`config.mk`:
```
export PLATFORM = sky130hd
export DESIGN_NAME = fetch_queue
export DESIGN_NICKNAME = d
export VERILOG_FILES = /design/src/rtl/fetch_queue.sv
export SDC_FILE = /design/constraint.sdc
export NUM_CORES = 1
export LEC_CHECK = 0
export CORE_MARGIN = 2
export CORE_UTILIZATION = 28
export CTS_CLUSTER_SIZE = 28
export DETAILED_ROUTE_END_ITERATION = 8
export PLACE_DENSITY = 0.47
export SYNTH_ARGS = -nofsm -noshare
export SYNTH_HDL_FRONTEND = slang
export SYNTH_SLANG_ARGS = --single-unit
```
`constraint.sdc`:
```
create_clock -name clk_i -period 4 [get_ports clk_i]
set_input_delay 0.8 -clock clk_i [delete_from_list [all_inputs] [get_ports clk_i]]
set_output_delay 0.8 -clock clk_i [all_outputs]
set_load 0.02 [all_outputs]
```
`src/rtl/fetch_queue.sv`:
```
// Circular instruction fetch queue between fetch and decode, with flush and full-stall.
// Optional combinational pass-through when empty: define FETCH_QUEUE_BYPASS_EN.
module fetch_queue #(
    parameter int DEPTH = 4
) (
    input  logic        clk_i,
    input  logic        rstn_i,
    input  logic        valid_i,
    input  logic [31:0] pc_i,
    input  logic [31:0] instr_i,
    input  logic        flush_i,
    output logic        stall_o,
    input  logic        ready_i,
    output logic        valid_o,
    output logic [31:0] pc_o,
    output logic [31:0] instr_o
);

    localparam int PW = $clog2(DEPTH);
    localparam int CW = $clog2(DEPTH + 1);

    logic [PW-1:0] head_q, head_d;
    logic [PW-1:0] tail_q, tail_d;
    logic [CW-1:0] count_q, count_d;
    logic [63:0]   mem_q [DEPTH];

    logic full, empty, bypass, push, pop;
    logic [63:0] head_entry;

    function automatic logic [PW-1:0] next_ptr(input logic [PW-1:0] ptr);
        return (ptr == PW'(DEPTH - 1)) ? '0 : ptr + PW'(1);
    endfunction

    assign full       = (count_q == CW'(DEPTH));
    assign empty      = (count_q == '0);
    assign head_entry = mem_q[head_q];

`ifdef FETCH_QUEUE_BYPASS_EN
    assign bypass = empty & valid_i & ~flush_i;
`else
    assign bypass = 1'b0;
`endif

    // A bypassed entry taken by decode in the same cycle never occupies a slot.
    assign push = valid_i & ~full & ~flush_i & ~(bypass & ready_i);
    assign pop  = ~empty & ready_i & ~flush_i;

    always_comb begin
        head_d  = head_q;
        tail_d  = tail_q;
        count_d = count_q;
        if (flush_i) begin
            head_d  = '0;
            tail_d  = '0;
            count_d = '0;
        end else begin
            if (push) tail_d = next_ptr(tail_q);
            if (pop)  head_d = next_ptr(head_q);
            if (push && !pop)      count_d = count_q + CW'(1);
            else if (pop && !push) count_d = count_q - CW'(1);
        end
    end

    always_ff @(posedge clk_i or negedge rstn_i) begin
        if (!rstn_i) begin
            head_q  <= '0;
            tail_q  <= '0;
            count_q <= '0;
        end else begin
            head_q  <= head_d;
            tail_q  <= tail_d;
            count_q <= count_d;
        end
    end

    // Storage needs no reset: occupancy alone decides what is visible.
    always_ff @(posedge clk_i) begin
        if (push) mem_q[tail_q] <= {pc_i, instr_i};
    end

    always_comb begin
        stall_o = full;
        valid_o = ~empty | bypass;
        pc_o    = '0;
        instr_o = '0;
        if (bypass) begin
            pc_o    = pc_i;
            instr_o = instr_i;
        end else if (!empty) begin
            pc_o    = head_entry[63:32];
            instr_o = head_entry[31:0];
        end
    end

endmodule
```
# Word level (Yosys, flattened, before mapping)
# Memory sizes are Yosys's and may differ from the RTL's.
# Cells that the tools add are included.
[op_classes] n_addsub=4 n_mul=0 n_div=0 magnitude_cmp=0 n_eq_ne=3 shift=0 n_mux=13 n_bitwise=7 n_reduce_logical=8
[op_table] op="$mux W32" count=2
[op_table] op="$mux W2" count=6
[op_table] op="$mux W3" count=3
[op_table] op="$add A2 B1 Y2 const B" count=2
[op_table] op="$and A1 B1 Y1" count=4
[op_table] op="$eq A2 B2 Y1 const B" count=2
[op_table] op="$reduce_bool A2 Y1" count=2
[op_table] op="$add A3 B1 Y3 const B" count=1
[op_table] op="$eq A3 B3 Y1 const B" count=1
[op_table] op="$logic_not A3 Y1" count=1
[op_table] op="$not A1 Y1" count=3
[op_table] op="$reduce_bool A3 Y1" count=1
[op_table] op="$sub A3 B1 Y3 const B" count=1
[op_table] op="$logic_and A1 B1 Y1" count=2
[op_table] op="$logic_not A1 Y1" count=2
[op_table] op="$mux W1" count=2
[totals] regBits=7 latchBits=0 ramBits=256 mem_bits_ro=0 inputBits=69 output_inout_bits=66 elab_cells=39 mem_count=1
[memory_table] memory="mem_q" words=4 word_bits=64 rd=1 rd_ports_with_merged_regs=0 write_ports=1 line="25" text="logic [63:0] mem_q [DEPTH];"

# Depth between registers and ports, before layout
[logic_depth] word_depth=9 depth_mapped=9

# Worst setup path before layout
# OpenSTA, ideal clock, no wires.
[synth_timing] path_type="input -> register" start="in valid_i" end="mem mem_q[3][0] (enable)" setup_time_ns=0.429 arrival_ns=2.885 setup_slack_ns=0.686 cell_stages=4 n_path_buf=1 path_cell_list="buf_2 > inv_1 > nor3_1 > and2_1"
[synth_via] elab_chain_len=4
[synth_lines] item="from (decl)" line="8" text="input logic valid_i,"
[synth_lines] item="$and A1 B1 Y1 (2 in a row)" line="45" text="assign push = valid_i & ~full & ~flush_i & ~(bypass & ready_i);"
[synth_lines] item="$mux W1" line="78" text="if (push) mem_q[tail_q] <= {pc_i, instr_i};"
[synth_lines] item="$mux W1 (not written as such)" line="78"
[synth_lines] item="to (decl)" line="25"
# Every way passes these cells.

# Worst setup path after layout
[layout_timing] start="reg head_q[0]" end="out pc_o[10]"
[layout_via] elab_chain_len=2
[layout_lines] item="from (decl)" line="22" text="logic [PW-1:0] head_q, head_d;"
[layout_lines] item="from (signal assigned)" line="66" text="head_q <= '0;"
[layout_lines] item="from (signal assigned)" line="70" text="head_q <= head_d;"
[layout_lines] item="$mem_v2 Z4 W64"
[layout_lines] item="$mux W32" line="89" text="end else if (!empty) begin"
[layout_lines] item="to (decl)" line="15" text="output logic [31:0] pc_o,"
# Every way passes these cells.

==> key figures <==
Clocking
  – CTS sink count: between 200 and 300
  – Root Driver: clkbuf_16
  – Clock tree from TritonCTS: yes
  – Resized Gates After CTS: 0
  – Worst-skew pair later-pin latency: about 0.53 ns
  – Clock Pin Slew Worst Setup and Hold Paths: 0.06 ns
  – TritonCTS Buffers: 29
  – H-tree levels: 1
  – CTS max path bufs: 3

Global routing
  – Total GRT Usage: around 11%
  – Largest net degree at the start of global routing: just over 50
  – Vias in the first global route: roughly 5600
  – First-pass GRT wire length: around 33000 µm
  – Total grt overflow: 0
  – Initial antenna violation count: 0

Place
  – Pre-CTS setup slack: between 0.6 and 0.7 ns
  – Port bufs: 134
  – Post-DP HPWL: ~13000 µm
  – Final RePlAce weighted congestion: between 0.7 and 0.8

Timing
  – Fmax: approximately 280 MHz
  – RSZ-0062 raised after global routing: false
  – Post-route minimum period: approximately 3.6 ns
  – Sum of negative setup slack: 0 ns
  – # setup viols final: 0
  – Final Skew: around 0.0068 ns
  – Worst slew margin: between 50% and 60%
  – Fin worst setup slack: 0.390 ns
  – Least-Margin Pin Slew: 0.655 ns
  – Final hold violations: 0
  – Period utilisation layout: 90.2%
  – Fin. max-slew vios: 0

Yosys
  – Post-Syn Area: approximately 10000 µm²
  – Yosys cell types: 39
  – Yosys top cell area share: between 70% and 80%
  – Synth area leader: edfxtp_1
  – Yosys Warn Count: 0
  – Area contributors post-synth: edfxtp_1 75%, mux4_2 14%, nor2b_1 3.9%, dfrtp_1 1.7%, ha_1 0.61%
  – Mapped Cells: between 400 and 500
  – Synthesized net count: 543
  – Seq/Total Area, Yosys: approximately 77%
  – Flops & latches, synth: around 260
  – Syn Area/Cell: ~22 µm²

Worst setup path
  – Worst path cell trace: buf_4, mux4_2, nor2b_1, clkdlybuf4s50_1
  – Path depth of the worst reg2reg path: 7
  – Critical Path Max Stage Delay: between 0.6 and 0.7 ns
  – Critical path fanouts, max: 14
  – Worst R2R End: count_q[1]$_DFFE_PN0P_
  – Slowest cell on crit path: dfrtp_4
  – Crit path arrival time: ~2.8 ns
  – Worst setup EP type: output port
  – Worst EP required: between 3 and 4 ns
  – Setup CP Type: reg2out
  – Worst r2r src: count_q[2]$_DFFE_PN0P_
  – Startpoint Class: flop
  – R2r setup slk: 1.37 ns

Finish
  – Synth-to-layout area growth: 29.0%
  – Multi-input logic area: 2210 µm²
  – FF+latch area: 7870 µm²
  – Final #Nets: 699
  – Share of cells above drive strength 1: 20.6%
  – Ant diodes: 0
  – Fillers: 3327

Route
  – TritonRoute pass-1 iters: 4
  – Vias: around 5000
  – DR vias/cell: 4.45
  – DRC violations left: 0
  – DRT antenna net count: 0
  – Final wirelength: between 20000 and 25000 µm
  – Routed WL per cell: slightly below 20 µm
  – Initial DRC Count: 284

Run
  – Max cap viols: 0

Floorplan
  – Die H: about 200 µm
  – Die area: 38100 µm²
  – Initial Utilization: ~28%
  – Top Ports: around 140
  – Core area: between 30000 and 40000 µm²
  – Die Span X: roughly 200 µm
  – Site Rows: 70

Power
  – PwrDens: 619 nW/µm²
  – Leak: between 0.004 and 0.005 µW
  – Peak VDD IR: 0.293 mV

Outcome
  – Status: finished clean

Hold path
  – Hold crit path type: in2async
==> sequential cells by signal (all words and copies together) (netlist names) <==
| register | count |
|---|---|
| mem_q | 256 |
| count_q | 3 |
| head_q | 2 |
| tail_q | 2 |
==> report_power, final <==
part | switching (µW) | internal [µW]
clock network | 1020 | 1650
logic | 1150 | 1090
registers | 89.8 | 3170
total | 2260 | 5910
==> through the flow <==
step	hold slack, ns	total power (µW)	cell area, µm²	util (%)	cells
floorplan	0.504	4590	10200	-	468
global placement	0.586	5580	12200	33.6	1060
detailed placement	0.595	5600	12200	33.6	1060
CTS	0.518	8310	13200	36.3	1112
global route	0.552	8540	13200	36.3	1113
finish	0.540	8170	13200	36.3	1113
==> cells in the mapped netlist <==
cell type and number:
a2111o_1 1, a211oi_1 1, o32ai_1 1, buf_2 11, fa_1 1, nor3_1 1, or3_1 1, buf_1 2
a31o_2 1, nor2b_1 64, inv_1 7, o21ai_0 2, nor3_2 1, o21a_1 1, clkbuf_1 5, nand2_1 2
mux2i_1 2, buf_4 2, edfxtp_1 256, and2_1 5, dfrtp_1 7, o221a_2 1, nand2b_1 1, a21oi_1 4
nand3_1 1, and3_1 1, a211o_1 1, ha_1 5, or4_1 1, inv_2 1, xor2_1 1, xnor2_1 1
o31ai_1 1, buf_6 5, mux4_2 64, nor2_1 3, a221oi_2 1, or3b_4 1, o211ai_1 1
==> cell families after synthesis <==
kind of cell | synth area share (%)
AOI/OAI and AO/OA | 1.21
xor gates and xnor gates | 0.171
and+or+nand+nor | 4.96
muxes | 14.3
DFF | 76.8
adders and majority gates | 0.807
buffers and inverters | 1.78
==> routing by layer <==
layer | GRT usage [%] | part of all wire [%]
met5 | 0 | 0
met4 | 2.80 | 1.9
met3 | 2.88 | 5.8
met2 | 19.5 | 50
met1 | 14.1 | 42
==> how the worst max path moves through the flow <==
stage | from | endpoint | slack (ns) | depth (start not counted)
2_1_floorplan | valid_i | mem_q[3][0]$_DFFE_PP_ | 0.69 | 4
3_3_place_gp | head_q[0]$_DFFE_PN0P_ | instr_o[20] | 0.68 | 4
3_5_place_dp | flush_i | count_q[1]$_DFFE_PN0P_ | 0.67 | 6
4_1_cts | head_q[0]$_DFFE_PN0P_ | pc_o[10] | 0.07 | 4
5_1_grt | head_q[0]$_DFFE_PN0P_ | pc_o[10] | 0.23 | 4
6_report | head_q[0]$_DFFE_PN0P_ | pc_o[10] | 0.39 | 4
==> cell usage in the layout, fill, tap and decap left out, types with 2 or more instances in the layout <==
master / instances
buf_12: 7
clkinv_2: 5
buf_4: 9
a21oi_1: 4
edfxtp_1: 256
clkbuf_1: 9
mux2i_1: 2
nand2_1: 2
nor2b_1: 64
dfrtp_1: 5
nor2_1: 3
mux4_2: 64
clkinv_1: 2
dfrtp_4: 2
inv_1: 7
o21ai_0: 2
and2_4: 4
clkdlybuf4s50_1: 134
ha_1: 5
clkbuf_16: 29
bufinv_16: 5
==> what timing repair did <==
action / in CTS / in global routing
buffers inserted: 0 / 1
endpoints found under the setup margin: 0 / 7
hold buffers: 0 / 0
hold endpoints to repair: 0 / 0
==> layout make-up <==
class	instances	share of cell area (%)
Inverter	8	0.227
Multi-Input combinational cell	172	16.7
Clock inverter	14	1.52
Tap cell	468	4.43
Timing Repair Buffer	150	11.7
Sequential cell	263	59.6
Clock buffer	38	5.75
==> critical path, delay by kind of cell (launching register included) <==
family	cells	cell delay (ns)
buffers and inverters	2	0.92
multiplexers	1	0.56
AND/OR/NAND/NOR	1	0.17
flip-flops	1	0.63
Note: power is estimated with default switching activity, not from simulation.
